==> src/rtl/rst_seq_pkg.sv <==
// Shared types and width helpers for the reset sequencer.
package rst_seq_pkg;

  typedef enum logic [1:0] {
    S_HOLD    = 2'd0,
    S_RELEASE = 2'd1,
    S_RUN     = 2'd2
  } seq_state_e;

  // Ceiling log2; clog2(1) = 0.
  function automatic int clog2(input int value);
    int w;
    int v;
    w = 0;
    v = value - 1;
    while (v > 0) begin
      w++;
      v = v >> 1;
    end
    return w;
  endfunction

  function automatic int max2(input int a, input int b);
    return (a > b) ? a : b;
  endfunction

  // Counter must hold values up to max(HOLD_CYC, GAP_CYC).
  function automatic int cnt_width(input int hold_cyc, input int gap_cyc);
    return clog2(max2(hold_cyc, gap_cyc) + 1);
  endfunction

  // Channel index width, never narrower than one bit.
  function automatic int ch_width(input int n_ch);
    return (n_ch > 1) ? clog2(n_ch) : 1;
  endfunction

endpackage

==> src/rtl/rst_stretch.sv <==
// One channel's reset output: follows the sequencer's release, and once
// released stretches a soft-reset request by HOLD_CYC cycles after it falls.
module rst_stretch #(
  parameter int HOLD_CYC = 16,
  parameter int CNT_W    = 5
) (
  input  logic clk,
  input  logic rst,
  input  logic enable,
  input  logic req,
  output logic rst_n
);

  localparam logic [CNT_W-1:0] HOLD_LAST = CNT_W'(HOLD_CYC - 1);

  logic [CNT_W-1:0] cnt;
  logic             stretching;

  // Channel output flop plus the stretch counter that delays its release.
  // NOTE: state is written with non-blocking assignments so every flop
  // samples pre-edge values regardless of statement order.
  always_ff @(posedge clk) begin
    if (rst || !enable) begin
      rst_n      <= 1'b0;
      cnt        <= '0;
      stretching <= 1'b0;
    end else if (req) begin
      rst_n      <= 1'b0;
      cnt        <= '0;
      stretching <= 1'b1;
    end else if (stretching) begin
      if (cnt == HOLD_LAST) begin
        rst_n      <= 1'b1;
        cnt        <= '0;
        stretching <= 1'b0;
      end else begin
        cnt <= cnt + CNT_W'(1);
      end
    end else begin
      rst_n <= 1'b1;
    end
  end

endmodule

==> src/rtl/rst_seq_ctrl.sv <==
// Reset sequencer: holds all channels until PLL lock has been stable for
// HOLD_CYC cycles, then releases them in index order GAP_CYC apart, and
// afterwards services per-channel soft-reset requests.
module rst_seq_ctrl
  import rst_seq_pkg::*;
#(
  parameter  int N_CH     = 10,
  parameter  int HOLD_CYC = 16,
  parameter  int GAP_CYC  = 4,
  localparam int CNT_W    = cnt_width(HOLD_CYC, GAP_CYC),
  localparam int CH_W     = ch_width(N_CH)
) (
  input  logic            i_cfg_clk,
  input  logic            i_cfg_rst,
  input  logic            i_pll_locked,
  input  logic            i_seq_start,
  input  logic [N_CH-1:0] i_soft_rst_req,
  output logic [N_CH-1:0] o_ch_rst_n,
  output logic            o_seq_done,
  output logic            o_busy,
  output logic [CH_W-1:0] o_cur_ch
);

  localparam logic [CH_W-1:0]  LAST_CH   = CH_W'(N_CH - 1);
  localparam logic [CNT_W-1:0] HOLD_LAST = CNT_W'(HOLD_CYC - 1);
  localparam logic [CNT_W-1:0] GAP_LAST  = CNT_W'(GAP_CYC - 1);

  seq_state_e      state;
  logic [CNT_W-1:0] cnt;
  logic [N_CH-1:0] ch_rel;
  logic [N_CH-1:0] ch_rel_next;
  logic            restart;
  logic            release_now;

  // Release/restart decisions, shared by the FSM and the channel stretchers
  // so a channel's output flop moves on the same edge as its release.
  // NOTE: every signal gets a default at the top so no path infers a latch.
  always_comb begin
    restart     = i_seq_start | ~i_pll_locked;
    release_now = 1'b0;
    ch_rel_next = ch_rel;
    case (state)
      S_HOLD:    release_now = !restart && (cnt == HOLD_LAST);
      S_RELEASE: release_now = !restart && !ch_rel[N_CH-1] && (cnt == GAP_LAST);
      default:   release_now = 1'b0;
    endcase
    if (state != S_HOLD && restart) begin
      ch_rel_next = '0;
    end else if (release_now) begin
      for (int k = 0; k < N_CH; k++) begin
        if (o_cur_ch == CH_W'(k)) ch_rel_next[k] = 1'b1;
      end
    end
  end

  // Sequencer FSM with hold/gap counter, channel index and status outputs.
  always_ff @(posedge i_cfg_clk) begin
    if (i_cfg_rst) begin
      state      <= S_HOLD;
      cnt        <= '0;
      ch_rel     <= '0;
      o_cur_ch   <= '0;
      o_seq_done <= 1'b0;
      o_busy     <= 1'b1;
    end else begin
      ch_rel <= ch_rel_next;
      case (state)
        S_HOLD: begin
          if (restart) begin
            cnt <= '0;
          end else if (release_now) begin
            state <= S_RELEASE;
            cnt   <= '0;
            if (o_cur_ch != LAST_CH) o_cur_ch <= o_cur_ch + CH_W'(1);
          end else begin
            cnt <= cnt + CNT_W'(1);
          end
        end
        S_RELEASE: begin
          if (restart) begin
            state    <= S_HOLD;
            cnt      <= '0;
            o_cur_ch <= '0;
          end else if (ch_rel[N_CH-1]) begin
            state      <= S_RUN;
            o_seq_done <= 1'b1;
            o_busy     <= 1'b0;
          end else if (release_now) begin
            cnt <= '0;
            if (o_cur_ch != LAST_CH) o_cur_ch <= o_cur_ch + CH_W'(1);
          end else begin
            cnt <= cnt + CNT_W'(1);
          end
        end
        S_RUN: begin
          if (restart) begin
            state      <= S_HOLD;
            cnt        <= '0;
            o_cur_ch   <= '0;
            o_seq_done <= 1'b0;
            o_busy     <= 1'b1;
          end
        end
        default: state <= S_HOLD;
      endcase
    end
  end

  // Soft requests only count once the channel was already released.
  for (genvar k = 0; k < N_CH; k++) begin : g_ch
    rst_stretch #(
      .HOLD_CYC(HOLD_CYC),
      .CNT_W   (CNT_W)
    ) u_stretch (
      .clk   (i_cfg_clk),
      .rst   (i_cfg_rst),
      .enable(ch_rel_next[k]),
      .req   (i_soft_rst_req[k] & ch_rel[k]),
      .rst_n (o_ch_rst_n[k])
    );
  end

endmodule
==> config.mk <==
export PLATFORM = sky130hd
export DESIGN_NAME = rst_seq_ctrl
export DESIGN_NICKNAME = d
export VERILOG_FILES = /design/src/rtl/rst_seq_pkg.sv /design/src/rtl/rst_stretch.sv /design/src/rtl/rst_seq_ctrl.sv
export SDC_FILE = /design/constraint.sdc
export NUM_CORES = 1
export LEC_CHECK = 0
export BUFFER_PORTS_ARGS = -buffer_cell sky130_fd_sc_hd__buf_4
export CAP_MARGIN = 5
export CORE_MARGIN = 2
export CORE_UTILIZATION = 46
export CTS_BUF_LIST = sky130_fd_sc_hd__clkbuf_16
export CTS_CLUSTER_SIZE = 24
export DETAILED_ROUTE_END_ITERATION = 10
export SLEW_MARGIN = 20
export SYNTH_ARGS = -nofsm -noshare
export SYNTH_HDL_FRONTEND = slang
export SYNTH_SLANG_ARGS = --single-unit
==> constraint.sdc <==
create_clock -name i_cfg_clk -period 2.27 [get_ports i_cfg_clk]
set_input_delay 0.1135 -clock i_cfg_clk [delete_from_list [all_inputs] [get_ports i_cfg_clk]]
set_output_delay 0.1135 -clock i_cfg_clk [all_outputs]
set_load 0.02 [all_outputs]
==> results of run 1 <==
==> where the power goes <==
part           leakage, nW  switching [mW]  total, mW  internal [mW]
Combinational        0.948          0.0368     0.0650         0.0281
Sequential           0.749        0.000777       1.63           1.63
Clock                0.162           0.611       1.56          0.950
Total                 1.86           0.649       3.26           2.61
==> worst min path at each step <==
stage / end / slack [ns] / depth (start not counted)
3_3_place_gp: o_seq_done / 0.37 / 2
2_1_floorplan: g_ch[9].u_stretch.stretching / 0.31 / 2
6_report: state[1] / 0.01 / 2
4_1_cts: state[1] / 0.003 / 2
5_1_grt: o_seq_done / 0.01 / 2
3_5_place_dp: state[1] / 0.38 / 2
==> cells by family (layout without fill, tap and decap cells) <==
family | Yosys count | count (layout)
buffers and inverters | 45 | 80
AO/OA/AOI/OAI | 116 | 116
XOR/XNOR | 10 | 10
flip-flops | 93 | 93
adder cells (fa/ha/maj) | 20 | 20
multiplexers | 24 | 24
AND/OR/NAND/NOR | 204 | 204
==> cell usage in the layout, fill, tap and decap left out, types with 3 or more instances in the layout <==
master,instances
sky130_fd_sc_hd__o31a_1,4
sky130_fd_sc_hd__buf_4,45
sky130_fd_sc_hd__o21ai_0,23
sky130_fd_sc_hd__inv_1,19
sky130_fd_sc_hd__clkbuf_16,9
sky130_fd_sc_hd__and2_1,14
sky130_fd_sc_hd__nand4b_1,10
sky130_fd_sc_hd__o22a_1,4
sky130_fd_sc_hd__a31oi_1,19
sky130_fd_sc_hd__o2111ai_1,10
sky130_fd_sc_hd__dfxtp_1,93
sky130_fd_sc_hd__ha_1,19
sky130_fd_sc_hd__nand2b_1,7
sky130_fd_sc_hd__nand2_1,33
sky130_fd_sc_hd__nand4_1,21
sky130_fd_sc_hd__o21a_1,4
sky130_fd_sc_hd__nand3b_1,7
sky130_fd_sc_hd__o31ai_1,4
sky130_fd_sc_hd__mux2_2,10
sky130_fd_sc_hd__nand3_1,18
sky130_fd_sc_hd__nor2b_1,9
sky130_fd_sc_hd__mux2i_1,14
sky130_fd_sc_hd__xor2_1,9
sky130_fd_sc_hd__a21oi_1,30
sky130_fd_sc_hd__clkinv_2,3
sky130_fd_sc_hd__nor2_1,75
==> metal layers <==
layer / GRT usage, % / vias up / routed length, µm
li1: - / 1900 / -
met1: 20.7 / 1675 / 4220
met2: 29.9 / 47 / 4260
met3: 6.59 / 14 / 347
met4: 6.78 / 0 / 153
met5: 0 / - / 0
==> flip-flops by register name, summed over array words and instances, names as in the netlist <==
| register | count |
|---|---|
| g_ch.u_stretch.cnt | 50 |
| ch_rel | 10 |
| g_ch.u_stretch.rst_n | 10 |
| g_ch.u_stretch.stretching | 10 |
| cnt | 5 |
| o_cur_ch | 4 |
| state | 2 |
| o_busy | 1 |
| o_seq_done | 1 |
==> metrics by stage <==
| step | area (µm²) | power (mW) |
|---|---|---|
| floorplan | 4530 | 1.70 |
| global placement | 4850 | 1.73 |
| detailed placement | 4850 | 1.74 |
| CTS | 5160 | 3.31 |
| global route | 5220 | 3.38 |
| finish | 5220 | 3.26 |
==> area by class of cell <==
cell class	count	area, µm²
repair buffers	47	378
clock buffers	9	225
multi-input cells	374	2450
flip-flops and latches	93	1860
well taps	133	166
inverters	17	63.8
clock inverters	7	82.6
fillers	908	4460
==> synth_stat cells, types with 2 or more instances <==
library cell	instances	area share [%]
sky130_fd_sc_hd__a31oi_1	19	2.6
sky130_fd_sc_hd__nand2_1	33	2.7
sky130_fd_sc_hd__o22a_1	4	0.77
sky130_fd_sc_hd__inv_1	17	1.4
sky130_fd_sc_hd__a21o_1	2	0.33
sky130_fd_sc_hd__a31o_2	2	0.39
sky130_fd_sc_hd__buf_4	11	1.8
sky130_fd_sc_hd__nand4_1	21	2.9
sky130_fd_sc_hd__nor2_1	75	6.2
sky130_fd_sc_hd__o31a_1	4	0.77
sky130_fd_sc_hd__nand2b_1	7	0.97
sky130_fd_sc_hd__nand3_1	18	2.0
sky130_fd_sc_hd__xor2_1	9	1.7
sky130_fd_sc_hd__nand3b_1	7	1.2
sky130_fd_sc_hd__o2111ai_1	10	1.9
sky130_fd_sc_hd__a22oi_1	2	0.33
sky130_fd_sc_hd__nor2b_1	9	1.2
sky130_fd_sc_hd__clkbuf_1	8	0.66
sky130_fd_sc_hd__and2_1	14	1.9
sky130_fd_sc_hd__dfxtp_1	93	41
sky130_fd_sc_hd__mux2i_1	14	3.1
sky130_fd_sc_hd__buf_6	2	0.50
sky130_fd_sc_hd__buf_2	6	0.66
sky130_fd_sc_hd__a311oi_1	2	0.39
sky130_fd_sc_hd__a21oi_1	30	3.3
sky130_fd_sc_hd__or4_1	2	0.33
sky130_fd_sc_hd__o21ai_0	24	2.7
sky130_fd_sc_hd__o21a_1	4	0.66
sky130_fd_sc_hd__ha_1	20	5.5
sky130_fd_sc_hd__nand4b_1	10	1.9
sky130_fd_sc_hd__o31ai_1	4	0.66
sky130_fd_sc_hd__mux2_2	10	2.5
==> critical path: stages, from the launching register on <==
cell and delay [ns]:
sky130_fd_sc_hd__dfxtp_1 0.36, sky130_fd_sc_hd__ha_1 0.21, sky130_fd_sc_hd__and3_2 0.19, sky130_fd_sc_hd__ha_2 0.21, sky130_fd_sc_hd__and4b_2 0.30, sky130_fd_sc_hd__a31oi_1 0.12
sky130_fd_sc_hd__or4_1 0.55, sky130_fd_sc_hd__a21oi_1 0.15
==> what timing repair did <==
item	4_1_cts	5_1_grt
endpoints found under the setup margin	0	15
setup buffers	0	5
resized for setup	0	2
==> reports/metrics.yaml, run 1 <==
end_kind: "register"
post-route-period-util_pct: 94.9
fp.dieW_um: 103
h_tree_level_count: 3
yosys_warnings: 0
tightestPinTransition_ns: 0.502
synth.ff_latch_count: 93
io_buffer_count: 29
track_usage_pct: 17.8
syn_area_um2: 4530
critical_path_class: "register to register"
crit-reg2reg-launch: "cnt[0]"
yosys_cell_types: 51
arrival_ns: 2.43
route.antenna.remaining_nets: 0
cts_buffer_depth: 2
ios: 30
timing.critical_path.from_type: "register"
overflow: 0
area_delta_synth_final_pct: 15.3
rr_endpoint: "o_cur_ch[3]"
synth_async_sr_flop_share_pct: 0
insertion_delay_ns: 0.35
vias_in_the_first_global_route: 3275
holdWs_ns: 0.0146
reg2regPathDepth: 7
drt_first_iter_violations: 138
timing.critical_path.from: "cnt[0]"
placeableCoreArea_um2: 9680
finalHoldViolations: 0
maxSlewHeadroom_pct: 66.6
net_count_of_the_finished_layout: 576
rsz_0062_raised_after_global_routing: "no"
ir_worst_vdd_uv: 606
place_congestion: 0.794
detailroute.via_count: 3636
root_driver: "sky130_fd_sc_hd__clkbuf_16"
grt_start_max_net_pins: 28
post-dp-hpwl_um: 6310
dominantRegCellSynth: "sky130_fd_sc_hd__dfxtp_1"
maxSlewViolCount: 0
synth_fa_ha_area_share_pct: 5.52
synth_seq_area_share_pct: 41.1
grt_first_pass_wirelength_um: 14700
totalNegativeSetupSlack_ns: 0
grt_antenna_before_repair: 0
finalWorstSetupSlack_ns: 0.116
cellPowerDensity_nw_per_um2: 624
tritoncts.num_buffers: 9
placed_instances: 659
yosys.area_share.simple_pct: 23.1
antennaDiodeCount: 0
hp-start: "i_cfg_rst"
drc_errors: 0
run_status: "complete, no violations"
final_core_utilization_pct: 53.9
placementRows: 36
fmax_mhz: 464
critical_path.max_fanout: 5
via_per_inst: 5.35
synth-compound-area-share_pct: 17.5
drive_above_1_share_pct: 15.4
ctsHoldBuffers: 0
synth_nets: 546
starting_density_of_the_core_pct: 46.8
muxShareOfSynthArea_pct: 5.58
clkSlewWorstSetupHoldPaths_ns: 0.06
endpoint: "o_cur_ch[3]"
worst_ep_required_time_ns: 2.55
cts.sinks: 93
totalWireLength_um: 8980
synth_top_family_by_area: "simple AND/OR/NAND/NOR gates"
finClkSkew_ns: 0.00540
die_area_um2: 10700
detailedRoute.firstPassIterationCount: 4
hold_class: "input pin to register"
routed_wire_length_per_instance_um: 13.2
post_synth.cell_area_avg_um2: 8.85
finish.cell_count_without_fillers: 680
yosys.area_share.xor_xnor_pct: 1.93
maxCapViolCount: 0
place_ws_ns: 0.0240
power.leakage_nw: 1.86
post_synth_inst_count: 512
setup-violations-final: 0
tritoncts: "yes"
synth_edf_count: 0
ff2ff_setup_slack_ns: 0.12
timing.final.crit_period_ns: 2.15
die_height_um: 103
No activity file was read; power rests on OpenSTA's default activity.
==> run 2: changes to the inputs <==
--- a/config.mk
+++ b/config.mk
@@ -15,4 +15,5 @@
 export SLEW_MARGIN = 20
 export SYNTH_ARGS = -nofsm -noshare
 export SYNTH_HDL_FRONTEND = slang
+export SYNTH_HIERARCHICAL = 1
 export SYNTH_SLANG_ARGS = --single-unit
==> reports/metrics.yaml, run 2 <==
drt_first_iter_violations: 142
starting_density_of_the_core_pct: 46.9
maxCapViolCount: 0
switching_share_pct: 21.0
run_status: "complete, no violations"
power.leakage_nw: 1.81
finClkSkew_ns: 0.00865
power_switching_mw: 0.667
timing.critical_path.buf_inv: 2
die_area_um2: 10700
tritoncts: "yes"
place_congestion: 0.868
post_synth_inst_count: 476
track_usage_pct: 17.8
totalWireLength_um: 9170
synth_top_cells_by_count: "sky130_fd_sc_hd__dfxtp_1, sky130_fd_sc_hd__a21oi_1, sky130_fd_sc_hd__nand2_1"
overflow: 0
detailedRoute.firstPassIterationCount: 4
dominantRegCellSynth: "sky130_fd_sc_hd__dfxtp_1"
arrival_ns: 2.48
antennaDiodeCount: 0
io_buffer_count: 29
post_synth.cell_area_avg_um2: 9.54
setup-violations-final: 0
ctsHoldBuffers: 0
holdWs_ns: 0.200
tightestPinTransition_ns: 0.759
finish.cell_count_without_fillers: 649
largest_reg_flops: 50
hold_class: "input pin to register"
ir_worst_vdd_uv: 410
final_core_utilization_pct: 55.3
share_seq_of_total_power_pct: 51.5
h_tree_level_count: 3
grt_start_max_net_pins: 33
grt_antenna_before_repair: 0
routed_wire_length_per_instance_um: 14.1
post-synth-top-area-fraction_pct: 41.0
rsz_0062_raised_after_global_routing: "yes"
highest_count_cells_in_the_layout_ignoring_fill_and_taps: "sky130_fd_sc_hd__dfxtp_1, sky130_fd_sc_hd__buf_4, sky130_fd_sc_hd__a21oi_1"
maxSlewViolCount: 0
worst_path_dominant_cell_family: "simple AND/OR/NAND/NOR gates"
die_height_um: 103
finalHoldViolations: 0
syn_area_um2: 4540
place_area_um2: 4910
fmax_mhz: 447
cts_buffer_depth: 2
synth_edf_count: 0
area_delta_synth_final_pct: 17.9
synth_async_sr_flop_share_pct: 0
placeableCoreArea_um2: 9680
synth_most_common_cell: "sky130_fd_sc_hd__dfxtp_1"
yosys_warnings: 6
detailroute.via_count: 3593
route.antenna.remaining_nets: 0
root_driver: "sky130_fd_sc_hd__clkbuf_16"
tritoncts.num_buffers: 9
path_cells: "ha_4 -> and3_4 -> ha_4 -> a22oi_2 -> buf_6 -> buf_12 -> nor2_4 -> a32o_2 -> or3b_4 -> a311oi_2"
layout.filler_cells: 890
yosys-top-cells-area: "sky130_fd_sc_hd__dfxtp_1, sky130_fd_sc_hd__ha_1, sky130_fd_sc_hd__a21oi_1, sky130_fd_sc_hd__a311oi_2, sky130_fd_sc_hd__nand2b_1"
insertion_delay_ns: 0.33
internal_power_mw: 2.51
largest-register: "g_ch.u_stretch/cnt"
maxSlewHeadroom_pct: 49.3
seqCellArea_um2: 1860
clkSlewWorstSetupHoldPaths_ns: 0.07
fp.dieW_um: 103
placed_instances: 626
yosys_cell_types: 49
drive_above_1_share_pct: 22.5
worst_path_most_repeated_cell: "sky130_fd_sc_hd__ha_4"
standard_cell_with_the_maximum_stage_delay_on_the_critical_path: "sky130_fd_sc_hd__or3b_4"
synth.ff_latch_count: 93
synth_nets: 510
power.clock.fraction_pct: 46.7
vias_in_the_first_global_route: 3274
end_kind: "register"
grt_first_pass_wirelength_um: 15300
place_ws_ns: -0.0836
timing.critical_path.from_type: "register"
finalWorstSetupSlack_ns: 0.0318
cts.sinks: 93
critical_path.max_fanout: 6
multi_input_comb_area_um2: 2570
ios: 30
postLayoutCellArea_um2: 5350
yosysTopAreaCell: "sky130_fd_sc_hd__dfxtp_1"
mostFrequentLayoutCell: "sky130_fd_sc_hd__dfxtp_1"
drc_errors: 0
cellPowerDensity_nw_per_um2: 593
max_stage_delay_ns: 0.43
via_per_inst: 5.54
placementRows: 36
post-route-period-util_pct: 98.6
synth_seq_area_share_pct: 41.0
net_count_of_the_finished_layout: 545
combPwrFrac_pct: 1.8
critical_path_class: "register to register"
timing.final.crit_period_ns: 2.24
worst_ep_required_time_ns: 2.52
post-dp-hpwl_um: 6210
==> run 2: cell count changes after synthesis, moves of 11 or more <==
cell	change
sky130_fd_sc_hd__buf_4	-11
sky130_fd_sc_hd__nor2_1	-62
sky130_fd_sc_hd__nand4_1	-18
sky130_fd_sc_hd__mux2i_1	-14
sky130_fd_sc_hd__a22o_1	+13
sky130_fd_sc_hd__buf_2	+17
sky130_fd_sc_hd__nand2b_1	+17
==> run 2: through the flow <==
step | power [mW] | setup TNS (ns)
after floorplan | 1.69 | -0.0156
after global placement | 1.73 | -0.00629
after detailed placement | 1.73 | -0.497
after CTS | 3.21 | 0
after global routing | 3.30 | -0.200
final | 3.17 | 0
==> run 2: layout make-up <==
class                      count  share of cell area [%]
tap                          133                    3.11
multi-input combinational    339                    48.0
inverter                      18                    1.26
clock inverter                 7                    1.24
sequential                    93                    34.8
clock buffer                   9                    4.21
timing repair buffer          50                    7.32
==> run 2: worst paths after layout <==
| path | startpoint | endpoint | slack [ns] | cells after the start |
|---|---|---|---|---|
| max reg2reg | cnt[1] | g_ch[0].u_stretch/cnt[3] | 0.03 | 10 |
| min | i_cfg_rst | o_seq_done | 0.20 | 2 |
| max | cnt[1] | g_ch[0].u_stretch/cnt[3] | 0.03 | 10 |
| min reg2reg | g_ch[9].u_stretch/rst_n | g_ch[9].u_stretch/rst_n | 0.47 | 2 |
==> run 2: logic make-up (layout without fill, tap and decap cells) <==
group,count (synthesis),in the layout,share of synthesized area (%)
AOI/OAI and AO/OA,125,125,19.7
xor gates and xnor gates,10,10,1.93
adders and majority gates,20,20,5.51
buffers and inverters,44,84,4.27
DFF,93,93,41.0
and+or+nand+nor,184,184,27.6
==> run 2: power groups by stage <==
stage	sequential (mW)	combinational (mW)	clock [mW]
finish	1.63	0.0580	1.48
global placement	1.67	0.0559	0
floorplan	1.67	0.0225	0
CTS	1.63	0.0575	1.52
detailed placement	1.67	0.0562	0
global route	1.63	0.0638	1.61
==> run 2: per-layer routing <==
layer	global-route usage, %	vias to the layer above	wire length [µm]	share of wire [%]
met5	0	-	0	0
met2	27.6	52	4120	45
met1	25.1	1701	4700	51
met4	5.06	0	68	0.74
li1	-	1834	-	-
met3	3.43	6	283	3.1
==> run 2: what timing repair did <==
item	in CTS	in global routing
buffers inserted	0	7
setup endpoints to repair	26	53
gates resized for setup	10	15
pin swaps	1	12
